### config.mk
export PLATFORM = sky130hd
export DESIGN_NAME = onchip_mem_byte_loader_flat
export DESIGN_NICKNAME = d
export VERILOG_FILES = /design/src/rtl/onchip_mem_byte_loader_if.sv /design/src/rtl/onchip_mem_byte_loader.sv /design/src/flat_wrapper.sv
export SDC_FILE = /design/constraint.sdc
export NUM_CORES = 1
export LEC_CHECK = 0
export ABC_AREA = 1
export ABC_CLOCK_PERIOD_IN_PS = 2009
export BUFFER_PORTS_ARGS = -buffer_cell sky130_fd_sc_hd__buf_4
export CAP_MARGIN = 20
export CORE_MARGIN = 2
export CORE_UTILIZATION = 53
export CTS_BUF_LIST = sky130_fd_sc_hd__clkbuf_4
export DETAILED_ROUTE_END_ITERATION = 8
export PLACE_DENSITY_LB_ADDON = 0.2
export REMOVE_ABC_BUFFERS = 1
export SETUP_SLACK_MARGIN = 0.3
export SYNTH_ARGS = -nofsm -noshare
export SYNTH_HDL_FRONTEND = slang
export SYNTH_SLANG_ARGS = --single-unit
export TNS_END_PERCENT = 30
### constraint.sdc
create_clock -name clk -period 2.01 [get_ports clk]
set_input_delay 0.201 -clock clk [delete_from_list [all_inputs] [get_ports clk]]
set_output_delay 0.201 -clock clk [all_outputs]
set_load 0.05 [all_outputs]
### src/rtl/onchip_mem_byte_loader_if.sv
// Byte-loader bus: control, 8-bit valid/ready stream in, and 32-bit RAM write port out.
interface onchip_mem_byte_loader_if #(
    parameter int ADDR_W = 14,
    parameter int CNT_W  = 15
);
    logic              start;
    logic [ADDR_W-1:0] base_addr;
    logic [CNT_W-1:0]  word_limit;
    logic [7:0]        in_data;
    logic              in_valid;
    logic              in_ready;
    logic              in_last;
    logic [ADDR_W-1:0] mem_address;
    logic [3:0]        mem_byteenable;
    logic              mem_chipselect;
    logic              mem_write;
    logic [31:0]       mem_writedata;
    logic              mem_clken;
    logic              busy;
    logic              done;
    logic              overflow;
    logic [CNT_W-1:0]  words_written;

    modport slave (
        input  start, base_addr, word_limit, in_data, in_valid, in_last,
        output in_ready, mem_address, mem_byteenable, mem_chipselect, mem_write,
               mem_writedata, mem_clken, busy, done, overflow, words_written
    );

    modport master (
        output start, base_addr, word_limit, in_data, in_valid, in_last,
        input  in_ready, mem_address, mem_byteenable, mem_chipselect, mem_write,
               mem_writedata, mem_clken, busy, done, overflow, words_written
    );
endinterface

### src/rtl/onchip_mem_byte_loader.sv
// Packs a byte stream little-endian into 32-bit words and writes them to
// consecutive on-chip RAM addresses from a programmed base, wrapping at MEM_DEPTH.
module onchip_mem_byte_loader #(
    parameter int ADDR_W    = 14,
    parameter int MEM_DEPTH = 10240,
    parameter int CNT_W     = 15
) (
    input  logic                     clk,
    input  logic                     reset_n,
    onchip_mem_byte_loader_if.slave  bus
);
    localparam logic [1:0] S_IDLE  = 2'd0;
    localparam logic [1:0] S_FILL  = 2'd1;
    localparam logic [1:0] S_WRITE = 2'd2;
    localparam logic [1:0] S_DONE  = 2'd3;

    localparam logic [ADDR_W:0]   DEPTH_X = (ADDR_W+1)'(MEM_DEPTH);
    localparam logic [ADDR_W-1:0] LAST_A  = ADDR_W'(MEM_DEPTH - 1);
    localparam logic [CNT_W-1:0]  DEPTH_C = CNT_W'(MEM_DEPTH);

    logic [1:0]        state_q, state_d;
    logic [ADDR_W-1:0] ptr_q, ptr_d;
    logic [CNT_W-1:0]  limit_q, limit_d;
    logic [1:0]        lane_q, lane_d;
    logic [3:0]        be_q, be_d;
    logic [31:0]       data_q, data_d;
    logic [CNT_W-1:0]  ww_q, ww_d;
    logic              ovf_q, ovf_d;
    logic              last_q, last_d;
    logic [ADDR_W-1:0] maddr_q, maddr_d;
    logic [31:0]       mdata_q, mdata_d;
    logic              clken_q;

    always_comb begin
        state_d = state_q;
        ptr_d   = ptr_q;
        limit_d = limit_q;
        lane_d  = lane_q;
        be_d    = be_q;
        data_d  = data_q;
        ww_d    = ww_q;
        ovf_d   = ovf_q;
        last_d  = last_q;
        maddr_d = maddr_q;
        mdata_d = mdata_q;
        case (state_q)
            S_IDLE: begin
                if (bus.start) begin
                    ptr_d   = ({1'b0, bus.base_addr} >= DEPTH_X) ? '0 : bus.base_addr;
                    limit_d = (bus.word_limit == '0) ? DEPTH_C : bus.word_limit;
                    lane_d  = '0;
                    be_d    = '0;
                    data_d  = '0;
                    ww_d    = '0;
                    ovf_d   = 1'b0;
                    last_d  = 1'b0;
                    state_d = S_FILL;
                end
            end
            S_FILL: begin
                if (bus.in_valid) begin
                    data_d[8*lane_q +: 8] = bus.in_data;
                    be_d[lane_q]          = 1'b1;
                    last_d                = bus.in_last;
                    if (lane_q == 2'd3 || bus.in_last) begin
                        // Output registers are loaded here so the RAM bus only moves at WRITE entry.
                        maddr_d = ptr_q;
                        mdata_d = data_d;
                        state_d = S_WRITE;
                    end else begin
                        lane_d = lane_q + 2'd1;
                    end
                end
            end
            S_WRITE: begin
                ww_d   = ww_q + 1'b1;
                lane_d = '0;
                be_d   = '0;
                data_d = '0;
                ptr_d  = (ptr_q == LAST_A) ? '0 : ptr_q + 1'b1;
                if (last_q) begin
                    state_d = S_DONE;
                end else if (ww_q + 1'b1 == limit_q) begin
                    ovf_d   = 1'b1;
                    state_d = S_DONE;
                end else begin
                    state_d = S_FILL;
                end
            end
            default: state_d = S_IDLE;
        endcase
    end

    always_ff @(posedge clk or negedge reset_n) begin
        if (!reset_n) begin
            state_q <= S_IDLE;
            ptr_q   <= '0;
            limit_q <= '0;
            lane_q  <= '0;
            be_q    <= '0;
            data_q  <= '0;
            ww_q    <= '0;
            ovf_q   <= 1'b0;
            last_q  <= 1'b0;
            maddr_q <= '0;
            mdata_q <= '0;
            clken_q <= 1'b0;
        end else begin
            state_q <= state_d;
            ptr_q   <= ptr_d;
            limit_q <= limit_d;
            lane_q  <= lane_d;
            be_q    <= be_d;
            data_q  <= data_d;
            ww_q    <= ww_d;
            ovf_q   <= ovf_d;
            last_q  <= last_d;
            maddr_q <= maddr_d;
            mdata_q <= mdata_d;
            clken_q <= 1'b1;
        end
    end

    assign bus.in_ready       = (state_q == S_FILL);
    assign bus.mem_chipselect = (state_q == S_WRITE);
    assign bus.mem_write      = (state_q == S_WRITE);
    assign bus.mem_byteenable = (state_q == S_WRITE) ? be_q : 4'b0000;
    assign bus.mem_address    = maddr_q;
    assign bus.mem_writedata  = mdata_q;
    assign bus.mem_clken      = clken_q;
    assign bus.busy           = (state_q != S_IDLE);
    assign bus.done           = (state_q == S_DONE);
    assign bus.overflow       = ovf_q;
    assign bus.words_written  = ww_q;
endmodule

### src/flat_wrapper.sv
// flat-port wrapper written by rule: the top's interface ports become plain ports
module onchip_mem_byte_loader_flat 
#(
    parameter int ADDR_W    = 14,
    parameter int MEM_DEPTH = 10240,
    parameter int CNT_W     = 15
)
  (clk, reset_n, bus_start, bus_base_addr, bus_word_limit, bus_in_data, bus_in_valid, bus_in_last, bus_in_ready, bus_mem_address, bus_mem_byteenable, bus_mem_chipselect, bus_mem_write, bus_mem_writedata, bus_mem_clken, bus_busy, bus_done, bus_overflow, bus_words_written);
  onchip_mem_byte_loader_if #(.ADDR_W(ADDR_W), .CNT_W(CNT_W)) bus_i ();
  input  logic clk;
  input  logic reset_n;
  input wire logic [$bits(bus_i.start)-1:0] bus_start;
  input wire logic [$bits(bus_i.base_addr)-1:0] bus_base_addr;
  input wire logic [$bits(bus_i.word_limit)-1:0] bus_word_limit;
  input wire logic [$bits(bus_i.in_data)-1:0] bus_in_data;
  input wire logic [$bits(bus_i.in_valid)-1:0] bus_in_valid;
  input wire logic [$bits(bus_i.in_last)-1:0] bus_in_last;
  output wire logic [$bits(bus_i.in_ready)-1:0] bus_in_ready;
  output wire logic [$bits(bus_i.mem_address)-1:0] bus_mem_address;
  output wire logic [$bits(bus_i.mem_byteenable)-1:0] bus_mem_byteenable;
  output wire logic [$bits(bus_i.mem_chipselect)-1:0] bus_mem_chipselect;
  output wire logic [$bits(bus_i.mem_write)-1:0] bus_mem_write;
  output wire logic [$bits(bus_i.mem_writedata)-1:0] bus_mem_writedata;
  output wire logic [$bits(bus_i.mem_clken)-1:0] bus_mem_clken;
  output wire logic [$bits(bus_i.busy)-1:0] bus_busy;
  output wire logic [$bits(bus_i.done)-1:0] bus_done;
  output wire logic [$bits(bus_i.overflow)-1:0] bus_overflow;
  output wire logic [$bits(bus_i.words_written)-1:0] bus_words_written;
  assign bus_i.start = bus_start;
  assign bus_i.base_addr = bus_base_addr;
  assign bus_i.word_limit = bus_word_limit;
  assign bus_i.in_data = bus_in_data;
  assign bus_i.in_valid = bus_in_valid;
  assign bus_i.in_last = bus_in_last;
  assign bus_in_ready = bus_i.in_ready;
  assign bus_mem_address = bus_i.mem_address;
  assign bus_mem_byteenable = bus_i.mem_byteenable;
  assign bus_mem_chipselect = bus_i.mem_chipselect;
  assign bus_mem_write = bus_i.mem_write;
  assign bus_mem_writedata = bus_i.mem_writedata;
  assign bus_mem_clken = bus_i.mem_clken;
  assign bus_busy = bus_i.busy;
  assign bus_done = bus_i.done;
  assign bus_overflow = bus_i.overflow;
  assign bus_words_written = bus_i.words_written;
  onchip_mem_byte_loader #(.ADDR_W(ADDR_W), .MEM_DEPTH(MEM_DEPTH), .CNT_W(CNT_W)) u_core (.clk(clk), .reset_n(reset_n), .bus(bus_i));
endmodule
==> results of run 1 <==
## where the power goes
group          switching (mW)  internal (mW)  total, mW
clock                   0.952          0.754       1.71
combinational            4.33           2.62       6.96
sequential              0.618           3.34       3.96
total                    5.90           6.72       12.6
## stage by stage
step	power [mW]	std cells	setup TNS (ps)	hold slack (ps)
after floorplan	7.089	778	-28220	-94.59
after global placement	8.723	1090	0	191.5
after detailed placement	8.838	1090	0	193.9
after CTS	10.88	1165	0	1.095
after global routing	13.27	1198	-153.1	11.84
final	12.62	1198	0	32.03
## how the worst max path moves through the flow
| stage | start | end | slack [ps] |
|---|---|---|---|
| finish | u_core.ptr_q[1] | u_core.ptr_q[12] | 20 |
| global route | u_core.ptr_q[1] | u_core.ptr_q[12] | -50 |
| CTS | u_core.bus.words_written[1] | u_core.bus.overflow | 120 |
| detailed placement | u_core.bus.words_written[0] | u_core.state_q[1] | 50 |
| global placement | u_core.bus.words_written[1] | u_core.bus.overflow | 90 |
| floorplan | u_core.state_q[0] | u_core.ptr_q[0] | -670 |
## layout by cell type, fill, tap and decap left out, drive strengths merged, types with 2 or more instances in the layout
cell type and count:
o32ai 9, a22oi 14, xor2 4, bufinv 2, nor3 5, or2 3, a21oi 9, buf 182
clkbuf 28, nand3b 5, o22ai 51, nor2 49, dfrtp 133, clkinv 7, a31oi 11, o211ai 3
nand3 40, nand4 14, dlygate4sd3 29, inv 131, o21ai 87, ha 10, nand2 189, nor4 5
## cell families after synthesis
| group | count (synthesis) |
|---|---|
| AO/OA/AOI/OAI | 185 |
| XOR/XNOR | 6 |
| adder cells (fa/ha/maj) | 10 |
| buffers and inverters | 167 |
| flip-flops | 133 |
| other | 1 |
| AND/OR/NAND/NOR | 311 |
## registers in the layout, indices dropped and copies added (netlist names)
signal                    count
u_core.bus.words_written     15
u_core.be_q                   4
u_core.bus.overflow           1
u_core.bus.mem_writedata     32
u_core.limit_q               15
u_core.bus.mem_clken          1
u_core.ptr_q                 14
u_core.state_q                2
u_core.lane_q                 2
u_core.data_q                32
u_core.bus.mem_address       14
u_core.last_q                 1
## cell type report
class / instances / area [µm²]
Fill cell: 820 / 2605
Timing Repair Buffer: 218 / 2088
Timing Repair inverter: 1 / 8.758
Sequential cell: 133 / 3331
Inverter: 132 / 519.2
Clock buffer: 21 / 157.7
Clock inverter: 8 / 86.33
Tap cell: 172 / 215.2
Multi-Input combinational cell: 513 / 3455
## layer usage
| layer | global-route usage [%] | up-vias | wire (µm) |
|---|---|---|---|
| met4 | 9.683 | 0 | 541 |
| met5 | 0 | - | 0 |
| met1 | 38.54 | 3286 | 8853 |
| met3 | 7.680 | 58 | 1524 |
| li1 | - | 3105 | - |
| met2 | 43.29 | 324 | 10380 |
## repair_timing
action | CTS | global route
gates cloned | 0 | 11
pin swaps | 6 | 66
gates resized for setup | 40 | 248
hold buffers | 28 | 1
buffers inserted | 18 | 21
endpoints found under the hold margin | 110 | 1
setup endpoints to repair | 55 | 115
## critical path: cells and delay by family (launching register included)
kind	cells	cell delay [ps]
adders and majority gates	1	200
AOI/OAI and AO/OA	2	310
and+or+nand+nor	7	980
DFF	1	410
==> metrics.txt, run 1 <==
setup slack at placement 45.08 ps; Root Buffer clkbuf_4; Post-DP HPWL 12230 µm; Syn Inst Count 813; Post-synth top flop dfrtp_1; nature of the critical path endpoint register; minimum clock period 1995 ps; final core occ 79.10%; CTS tree yes; Worst VDD drop 889.0 µV; Least-Margin Pin Slew 733.3 ps; Rows 41; Min-Delay Endpoint u_core.ptr_q[11]; Largest stage delay, worst path 410 ps; outcome completed; Synth Area in Adders 1.872%; clk_skew 17.65 ps; Max-Cap Viols 0; Synth Area in XOR/XNOR 1.217%; multiplexer share of the synthesized area 0%; Final Hold Fails 0; post-synth top area share 49.80%; Synth top cells by count nand2_1 (183), dfrtp_1 (133), inv_1 (124); Compound-Gate Fraction of Synth Area 16.31%; GRT Residual Overflow 0; ys async rst share 100.0%; PwrDens 1280 nW/µm²; R2R Setup Slk 20 ps; die width 116.3 µm; critical path type register to register; die area 13520 µm²; worst min-delay path class primary input to register; first-pass GRT wire length 29310 µm; Final ANT Viol Nets 0; syn avg cell area 8.220 µm²; Clock Path Buffers 2; critical path fanouts, max 3; Clk Latency, worst-skew pair 560 ps; Worst R2R Start u_core.ptr_q[1]; Relative slew margins 50.67%; Starting Density 53.61%; placement-stage cell area 7863 µm²; DR vias 6773; dominant combinational cell family by area after synthesis simple AND/OR/NAND/NOR gates; Yosys warnings 0; synthesized flop and latch total 133; post-route cell area 9861 µm²; largest net degree at the start of global routing 45; Initial DRC Count 538; endpoints failing setup 0; Core Region 12470 µm²; DRC violations left 0; drt total wl 21300 µm; antenna violations before repair 0; GRT Util Overall 28.05%; Area Growth Syn to Fin 47.56%; Final Slew Violations 0; GPL Wtd Cong 0.9477; CTS Buf Count 17; I/O pin cnt 114; First-pass DRT Iterations 5; Reg2Reg Depth 10; DR WL/cell 17.78 µm; RSZ-0062 raised after global routing yes; crit path cell chain ha_2 -> nand2_2 -> nor2_4 -> nand4_4 -> or2_1 -> nor2_2 -> nand2_1 -> o21ai_1 -> nand3_1 -> a22oi_1; Seq/Total Area, Yosys 49.80%; Worst Hold Depth 4; count leader, synth nand2_1; synth unique cells 40; Worst Path Required 2490 ps; Area contributors post-synth dfrtp_1 (50%), nand2_1 (10%), inv_1 (7.0%); port buffer count 113; setup ws final 15.33 ps; mapped cell area 6683 µm²; top cell type by total area after synthesis dfrtp_1; Critical Path AT 2470 ps; Final Cycle Share 99.24%; Worst-path clk slew 110 ps; share of post-route cells with drive strength above 1 38.30%; die height 116.3 µm; Max Fclk 501.3 MHz; r2r endpoint u_core.ptr_q[12]; Diodes inserted 0; Layout Nets 1068; hold path start bus_base_addr[13]; Via density 5.654; vias in the first global route 6050; number of clock sinks 133; leak pwr 4.517 nW; Critical Path Source Type register; Worst path slowest cell dfrtp_1; CTS H-Tree Depth 4; Post-synth EDFFs 0; Post-Synth Simple-Gate Area 21.06%
No activity file was read; power rests on OpenSTA's default activity.
==> inputs of run 2 (changes only) <==
--- a/config.mk
+++ b/config.mk
@@ -6,11 +6,11 @@
 export NUM_CORES = 1
 export LEC_CHECK = 0
 export ABC_AREA = 1
-export ABC_CLOCK_PERIOD_IN_PS = 2009
+export ABC_CLOCK_PERIOD_IN_PS = 1900
 export BUFFER_PORTS_ARGS = -buffer_cell sky130_fd_sc_hd__buf_4
 export CAP_MARGIN = 20
 export CORE_MARGIN = 2
-export CORE_UTILIZATION = 53
+export CORE_UTILIZATION = 58
 export CTS_BUF_LIST = sky130_fd_sc_hd__clkbuf_4
 export DETAILED_ROUTE_END_ITERATION = 8
 export PLACE_DENSITY_LB_ADDON = 0.2
==> constraint.sdc (replaced) <==
create_clock -name clk -period 1.9 [get_ports clk]
set_input_delay 0.19 -clock clk [delete_from_list [all_inputs] [get_ports clk]]
set_output_delay 0.19 -clock clk [all_outputs]
set_load 0.05 [all_outputs]
==> run 2 against run 1 <==
Compared with the run above: the run now ends with DRC, setup timing left; wire length is 44% higher; worst hold slack improved by 11 ps; die area is 8.3% lower; register-to-register slack got worse by 450 ps; largest cell class unchanged; maximum frequency down 14%; critical path depth fell by 2; via count up 19%; first-iteration DRC count up 130%; flip-flop and latch count unchanged; power up 18%.
==> metrics.txt, run 2 (synthesis results as in run 1) <==
Crit path max-delay family compound AO/OA/AOI/OAI gates (was simple AND/OR/NAND/NOR gates); Final ANT Viol Nets 0 (unchanged); worst min-delay path class primary input to register (unchanged); failing checks DRC, setup timing; setup ws final -432.4 ps (was 15.33 ps); endpoints failing setup 52 (was 0); Final Cycle Share 122.8% (was 99.24%); DR WL/cell 26.05 µm (was 17.78 µm); setup slack at placement -165.9 ps (was 45.08 ps); die width 111.3 µm (was 116.3 µm); minimum clock period 2332 ps (was 1995 ps); PwrDens 1435 nW/µm² (was 1280 nW/µm²); post-route cell area 10340 µm² (was 9861 µm²); Clk Latency, worst-skew pair 610 ps (was 560 ps); Clock Path Buffers 2 (unchanged); DRC violations left 5 (was 0); vias in the first global route 6996 (was 6050); Relative slew margins 59.37% (was 50.67%); GRT Util Overall 35.94% (was 28.05%); Starting Density 59.03% (was 53.61%); Fillers 394 (was 820); cell mode on critical path o22ai_1; leak pwr 4.703 nW (was 4.517 nW); register area 3339 µm² (was 3331 µm²); number of clock sinks 133 (unchanged); Rows 39 (was 41); crit path cell chain buf_4 -> ha_1 -> nand2_1 -> nor2_4 -> inv_4 -> o22ai_1 -> inv_1 -> o22ai_1 (was ha_2 -> nand2_2 -> nor2_4 -> nand4_4 -> or2_1 -> nor2_2 -> nand2_1 -> o21ai_1 -> nand3_1 -> a22oi_1); CTS tree yes (unchanged); crit path buf inv count 3 (was 0); GPL Wtd Cong 0.9075 (was 0.9477); Largest stage delay, worst path 440 ps (was 410 ps); drt total wl 30740 µm (was 21300 µm); die area 12400 µm² (was 13520 µm²); Worst Path Required 2420 ps (was 2490 ps); antenna violations before repair 1 (was 0); First-pass DRT Iterations 9 (was 5); Final Slew Violations 0 (unchanged); commonest cells after routing, fill and taps aside buf_4 (140), nand2_1 (129), dfrtp_1 (124), inv_1 (114), o22ai_1 (45) (was buf_4 (149), dfrtp_1 (131), nand2_1 (125), inv_1 (114), o22ai_1 (49)); Via density 6.810 (was 5.654); Max Fclk 428.7 MHz (was 501.3 MHz); placement-stage cell area 7806 µm² (was 7863 µm²); Core Region 11320 µm² (was 12470 µm²); Final Instance Count excl. Fillers 1180 (was 1198); critical path fanouts, max 11 (was 3); Diodes inserted 0 (unchanged); CTS Buf Count 17 (unchanged); Worst VDD drop 1526 µV (was 889.0 µV); Initial DRC Count 1258 (was 538); share of post-route cells with drive strength above 1 40.98% (was 38.30%); DR vias 8036 (was 6773); die height 111.3 µm (was 116.3 µm); Post-DP HPWL 12180 µm (was 12230 µm); Layout Nets 1077 (was 1068); Area Growth Syn to Fin 54.75% (was 47.56%); critical path type register to register (unchanged); largest net degree at the start of global routing 49 (was 45); Critical Path Source Type register (unchanged); final core occ 91.35% (was 79.10%); outcome complete, but fails checks (was completed); clk_skew 31.69 ps (was 17.65 ps); Worst-path clk slew 140 ps (was 110 ps); I/O pin cnt 114 (unchanged); first-pass GRT wire length 35110 µm (was 29310 µm); CTS H-Tree Depth 4 (unchanged); port buffer count 113 (unchanged); Cell Count Post-Placement 1060 (was 1090); commonest non-fill, non-tap cell in the layout buf_4 (unchanged); RSZ-0062 raised after global routing yes (unchanged); area taken by multi-input logic gates 3680 µm² (was 3455 µm²); Root Buffer clkbuf_4 (unchanged); GRT Residual Overflow 0 (unchanged); Max-Cap Viols 0 (unchanged); Final Hold Fails 0 (unchanged); Least-Margin Pin Slew 603.9 ps (was 733.3 ps); Critical Path AT 2850 ps (was 2470 ps); Worst path slowest cell dfrtp_2 (was dfrtp_1); nature of the critical path endpoint register (unchanged)
[run 2: cell types whose count changed in the layout (fill, tap and decap cells not counted), moves of 6 or more]
| cell | delta |
|---|---|
| nand2_2 | -11 |
| buf_16 | +9 |
| buf_4 | -9 |
| buf_6 | +8 |
| dfrtp_1 | -7 |
| dfrtp_2 | +7 |
| nand2_4 | +7 |
| nor2_4 | +7 |
| o21ai_2 | +6 |
[run 2: per-layer routing]
metal	GRT usage (%)	routed length, µm
met5	0	0
met4	16.05	3181
met3	8.111	4643
met2	57.48	13170
met1	47.41	9749
[run 2: layout make-up]
type                       instances  share of cell area, %
clock buffer                      19                  1.379
clock inverter                    12                 0.8590
inverter                         132                  5.251
multi-input combinational        515                  35.58
sequential                       133                  32.29
tap                              143                  1.730
timing repair buffer             226                  22.90
[run 2: where the power goes]
part	leakage, nW	switching [mW]	internal (mW)
combinational	2.83	5.50	3.20
sequential	1.74	0.790	3.54
clock	0.128	1.16	0.645
[run 2: through the flow]
step / hold slack [ps] / TNS, ps / power, mW
global placement: 195.6 / -253.7 / 9.212
finish: 42.92 / -4595 / 14.84
detailed placement: 209.6 / -232.0 / 9.353
CTS: 11.57 / 0 / 12.05
global route: 50.18 / -6179 / 15.19
floorplan: -105.6 / -41160 / 7.499
[run 2: what timing repair did]
action,in CTS,in global routing
buffers inserted,24,16
pin swaps,18,31
resized for setup,94,271
endpoints found under the hold margin,66,0
hold buffers,30,0
cloned,11,8
endpoints found under the setup margin,107,143
[run 2: worst reg2reg max path, cell delays in order (launching register included)]
cell     delay [ps]
dfrtp_2         440
buf_4           210
ha_1            390
nand2_1         210
nor2_4          160
inv_4            90
o22ai_1         360
inv_1           170
o22ai_1         210
[run 2: final timing paths]
check                                                 from                     endpoint  slack (ps)  depth (start not counted)
max in group asynchronous                          reset_n  u_core.bus.words_written[9]        1040                          3
worst max register to register            u_core.lane_q[0]            u_core.data_q[10]        -430                          8
worst min register to register  u_core.bus.mem_address[11]   u_core.bus.mem_address[11]         510                          2
worst max-delay path                      u_core.lane_q[0]            u_core.data_q[10]        -430                          8
min in group asynchronous                          reset_n            u_core.data_q[27]         120                          2
worst min-delay path                        bus_in_data[5]  u_core.bus.mem_writedata[5]          40                          5
==> inputs of run 3 (changes only) <==
--- a/config.mk
+++ b/config.mk
@@ -5,7 +5,6 @@
 export SDC_FILE = /design/constraint.sdc
 export NUM_CORES = 1
 export LEC_CHECK = 0
-export ABC_AREA = 1
 export ABC_CLOCK_PERIOD_IN_PS = 1900
 export BUFFER_PORTS_ARGS = -buffer_cell sky130_fd_sc_hd__buf_4
 export CAP_MARGIN = 20
==> run 3 against run 2 <==
Compared with the run above: the run ends with setup timing left; synthesized cell count shrank 20%; core utilization grew 1.4 points; power up 1.6%; critical path type unchanged.
==> metrics.txt, run 3 <==
clk_skew 37.48 ps (was 31.69 ps); Worst Path Required 2390 ps (was 2420 ps); Syn Inst Count 651 (was 813); die height 109.9 µm (was 111.3 µm); CTS tree yes (unchanged); port buffer count 113 (unchanged); synthesized flop and latch total 133 (unchanged); Clock Path Buffers 2 (unchanged); share of post-route cells with drive strength above 1 44.74% (was 40.98%); Via density 7.022 (was 6.810); largest net degree at the start of global routing 134 (was 49); top cell type by total area after synthesis dfrtp_1 (unchanged); First-pass DRT Iterations 7 (was 9); post-synth top area share 51.12% (was 49.80%); Reg2Reg Depth 7 (was 8); Final Cycle Share 126.9% (was 122.8%); ys async rst share 100.0% (unchanged); GRT Residual Overflow 0 (unchanged); PwrDens 1492 nW/µm² (was 1435 nW/µm²); commonest cells after routing, fill and taps aside buf_4 (167), dfrtp_1 (128), nand2_1 (69), o21ai_1 (42), dlygate4sd3_1 (41) (was buf_4 (140), nand2_1 (129), dfrtp_1 (124), inv_1 (114), o22ai_1 (45)); Yosys warnings 0 (unchanged); post-route cell area 10100 µm² (was 10340 µm²); synth unique cells 56 (was 40); Power Internal 8.155 mW (was 7.392 mW); Worst VDD drop 1158 µV (was 1526 µV); Clk pwr share 16.3% (was 12.2%); syn avg cell area 10.00 µm² (was 8.220 µm²); setup ws final -510.2 ps (was -432.4 ps); worst min-delay path class primary input to async pin (was primary input to register); Rows 38 (was 39); critical path type register to register (unchanged); GPL Wtd Cong 0.8698 (was 0.9075); Final Slew Violations 0 (unchanged); CTS H-Tree Depth 4 (unchanged); DR WL/cell 27.80 µm (was 26.05 µm); Post-synth top flop dfrtp_1 (unchanged); Sw Pwr 6.922 mW (was 7.450 mW); combinational share of power 55.3% (was 58.6%); Area Growth Syn to Fin 55.20% (was 54.75%); placement-stage cell area 7818 µm² (was 7806 µm²); antenna violations before repair 3 (was 1); RSZ-0062 raised after global routing yes (unchanged); count leader, synth dfrtp_1 (was nand2_1); Starting Density 59.79% (was 59.03%); final core occ 92.79% (was 91.35%); failing checks setup timing (was DRC, setup timing); die area 12090 µm² (was 12400 µm²); Post-synth EDFFs 0 (unchanged); endpoints failing setup 17 (was 52); Root Buffer clkbuf_4 (unchanged); minimum clock period 2410 ps (was 2332 ps); Max-Cap Viols 0 (unchanged); Sw Share 45.91% (was 50.20%); nature of the critical path endpoint register (unchanged); Initial DRC Count 1290 (was 1258); Post-DP HPWL 11220 µm (was 12180 µm); Relative slew margins 51.91% (was 59.37%); DR vias 7331 (was 8036); outcome complete, but fails checks (unchanged); Clk Latency, worst-skew pair 590 ps (was 610 ps); commonest non-fill, non-tap cell in the layout buf_4 (unchanged); Core Region 10890 µm² (was 11320 µm²); mapped cell area 6510 µm² (was 6683 µm²); Max Fclk 414.9 MHz (was 428.7 MHz); critical path fanouts, max 7 (was 11); Critical Path Source Type register (unchanged); Final ANT Viol Nets 0 (unchanged); CTS Buf Count 17 (unchanged); leak pwr 4.654 nW (was 4.703 nW); GRT Util Overall 32.74% (was 35.94%); I/O pin cnt 114 (unchanged); Critical Path AT 2900 ps (was 2850 ps); vias in the first global route 6023 (was 6996); Final Hold Fails 0 (unchanged); Seq/Total Area, Yosys 51.12% (was 49.80%); DRC violations left 0 (was 5); first-pass GRT wire length 30300 µm (was 35110 µm); drt total wl 29020 µm (was 30740 µm); Worst-path clk slew 160 ps (was 140 ps); die width 109.9 µm (was 111.3 µm); Synth top cells by count dfrtp_1 (133), nand2_1 (75), o21ai_0 (73) (was nand2_1 (183), dfrtp_1 (133), inv_1 (124)); Least-Margin Pin Slew 721.4 ps (was 603.9 ps); Area contributors post-synth dfrtp_1 (51%), o21ai_0 (5.6%), a22o_1 (4.6%) (was dfrtp_1 (50%), nand2_1 (10%), inv_1 (7.0%)); number of clock sinks 133 (unchanged); Layout Nets 942 (was 1077); part of the power in registers 28.4% (was 29.2%)
[run 3: worst paths after layout]
path,slack [ps],endpoint,startpoint
worst max-delay path,-510,u_core.bus.overflow,u_core.bus.words_written[4]
worst min-delay path,250,u_core.data_q[2],reset_n
worst max register to register,-510,u_core.bus.overflow,u_core.bus.words_written[4]
worst min register to register,500,u_core.bus.mem_writedata[15],u_core.bus.mem_writedata[15]
max in group asynchronous,1090,u_core.ptr_q[8],reset_n
min in group clk,410,u_core.limit_q[13],bus_word_limit[13]
[run 3: worst max-delay path: stages (launching register included)]
cell and delay [ps]:
dfrtp_1 450, buf_6 180, nand4_1 310, nor4_4 410, xnor2_1 250, a21oi_1 300
nand4_1 200, o32ai_2 240
[run 3: power groups by stage]
| stage | logic [mW] | registers [mW] | clock network, mW |
|---|---|---|---|
| global placement | 4.91 | 4.04 | 0 |
| detailed placement | 5.06 | 4.08 | 0 |
| floorplan | 2.38 | 4.86 | 0 |
| finish | 8.34 | 4.29 | 2.45 |
| global route | 8.49 | 4.28 | 2.51 |
| CTS | 5.95 | 4.03 | 2.29 |
[run 3: layout make-up]
class | instances | area [µm²]
antenna | 1 | 2.502
clock buffer | 18 | 135.1
clock inverter | 14 | 209.0
fill | 313 | 784.5
inverter | 11 | 58.81
multi-input combinational | 466 | 3779
sequential | 133 | 3334
tap | 140 | 175.2
timing repair buffer | 261 | 2410
[run 3: logic make-up (layout without fill, tap and decap cells)]
group	after synthesis	after routing	share of synthesized area (%)
DFF	133	133	51.12
other	1	2	0.05760
buffers and inverters	53	304	3.325
and+or+nand+nor	213	213	17.55
AOI/OAI and AO/OA	194	195	18.70
muxes	27	27	4.632
adders and majority gates	10	10	1.922
xor gates and xnor gates	20	20	2.691
[run 3: timing repair]
item	in CTS	in global routing
resized for setup	88	213
setup endpoints to repair	119	125
hold buffers	41	0
setup buffers	13	37
cloned	1	4
pin swaps	23	149
hold endpoints to repair	201	0
[run 3: layer usage]
| metal | GRT usage [%] | share of wire, % | up-vias |
|---|---|---|---|
| met4 | 12.66 | 8.9 | 2 |
| li1 | - | - | 2807 |
| met5 | 0 | 0.048 | - |
| met1 | 41.48 | 33 | 3442 |
| met2 | 55.57 | 46 | 799 |
| met3 | 6.106 | 13 | 281 |
[run 3: metrics by stage]
step           instances  total power, mW  hold WS, ps  worst slack [ps]  TNS [ps]
2_1_floorplan        609            7.232       -105.6             -1894   -111760
3_5_place_dp         915            9.148        367.3            -138.2    -295.3
4_1_cts             1002            12.27        326.1            -134.1    -730.3
5_1_grt             1044            15.29        346.3            -429.2     -1628
3_3_place_gp         915            8.952        358.0            -65.90    -126.5
6_report            1044            15.08        251.4            -510.2     -1569
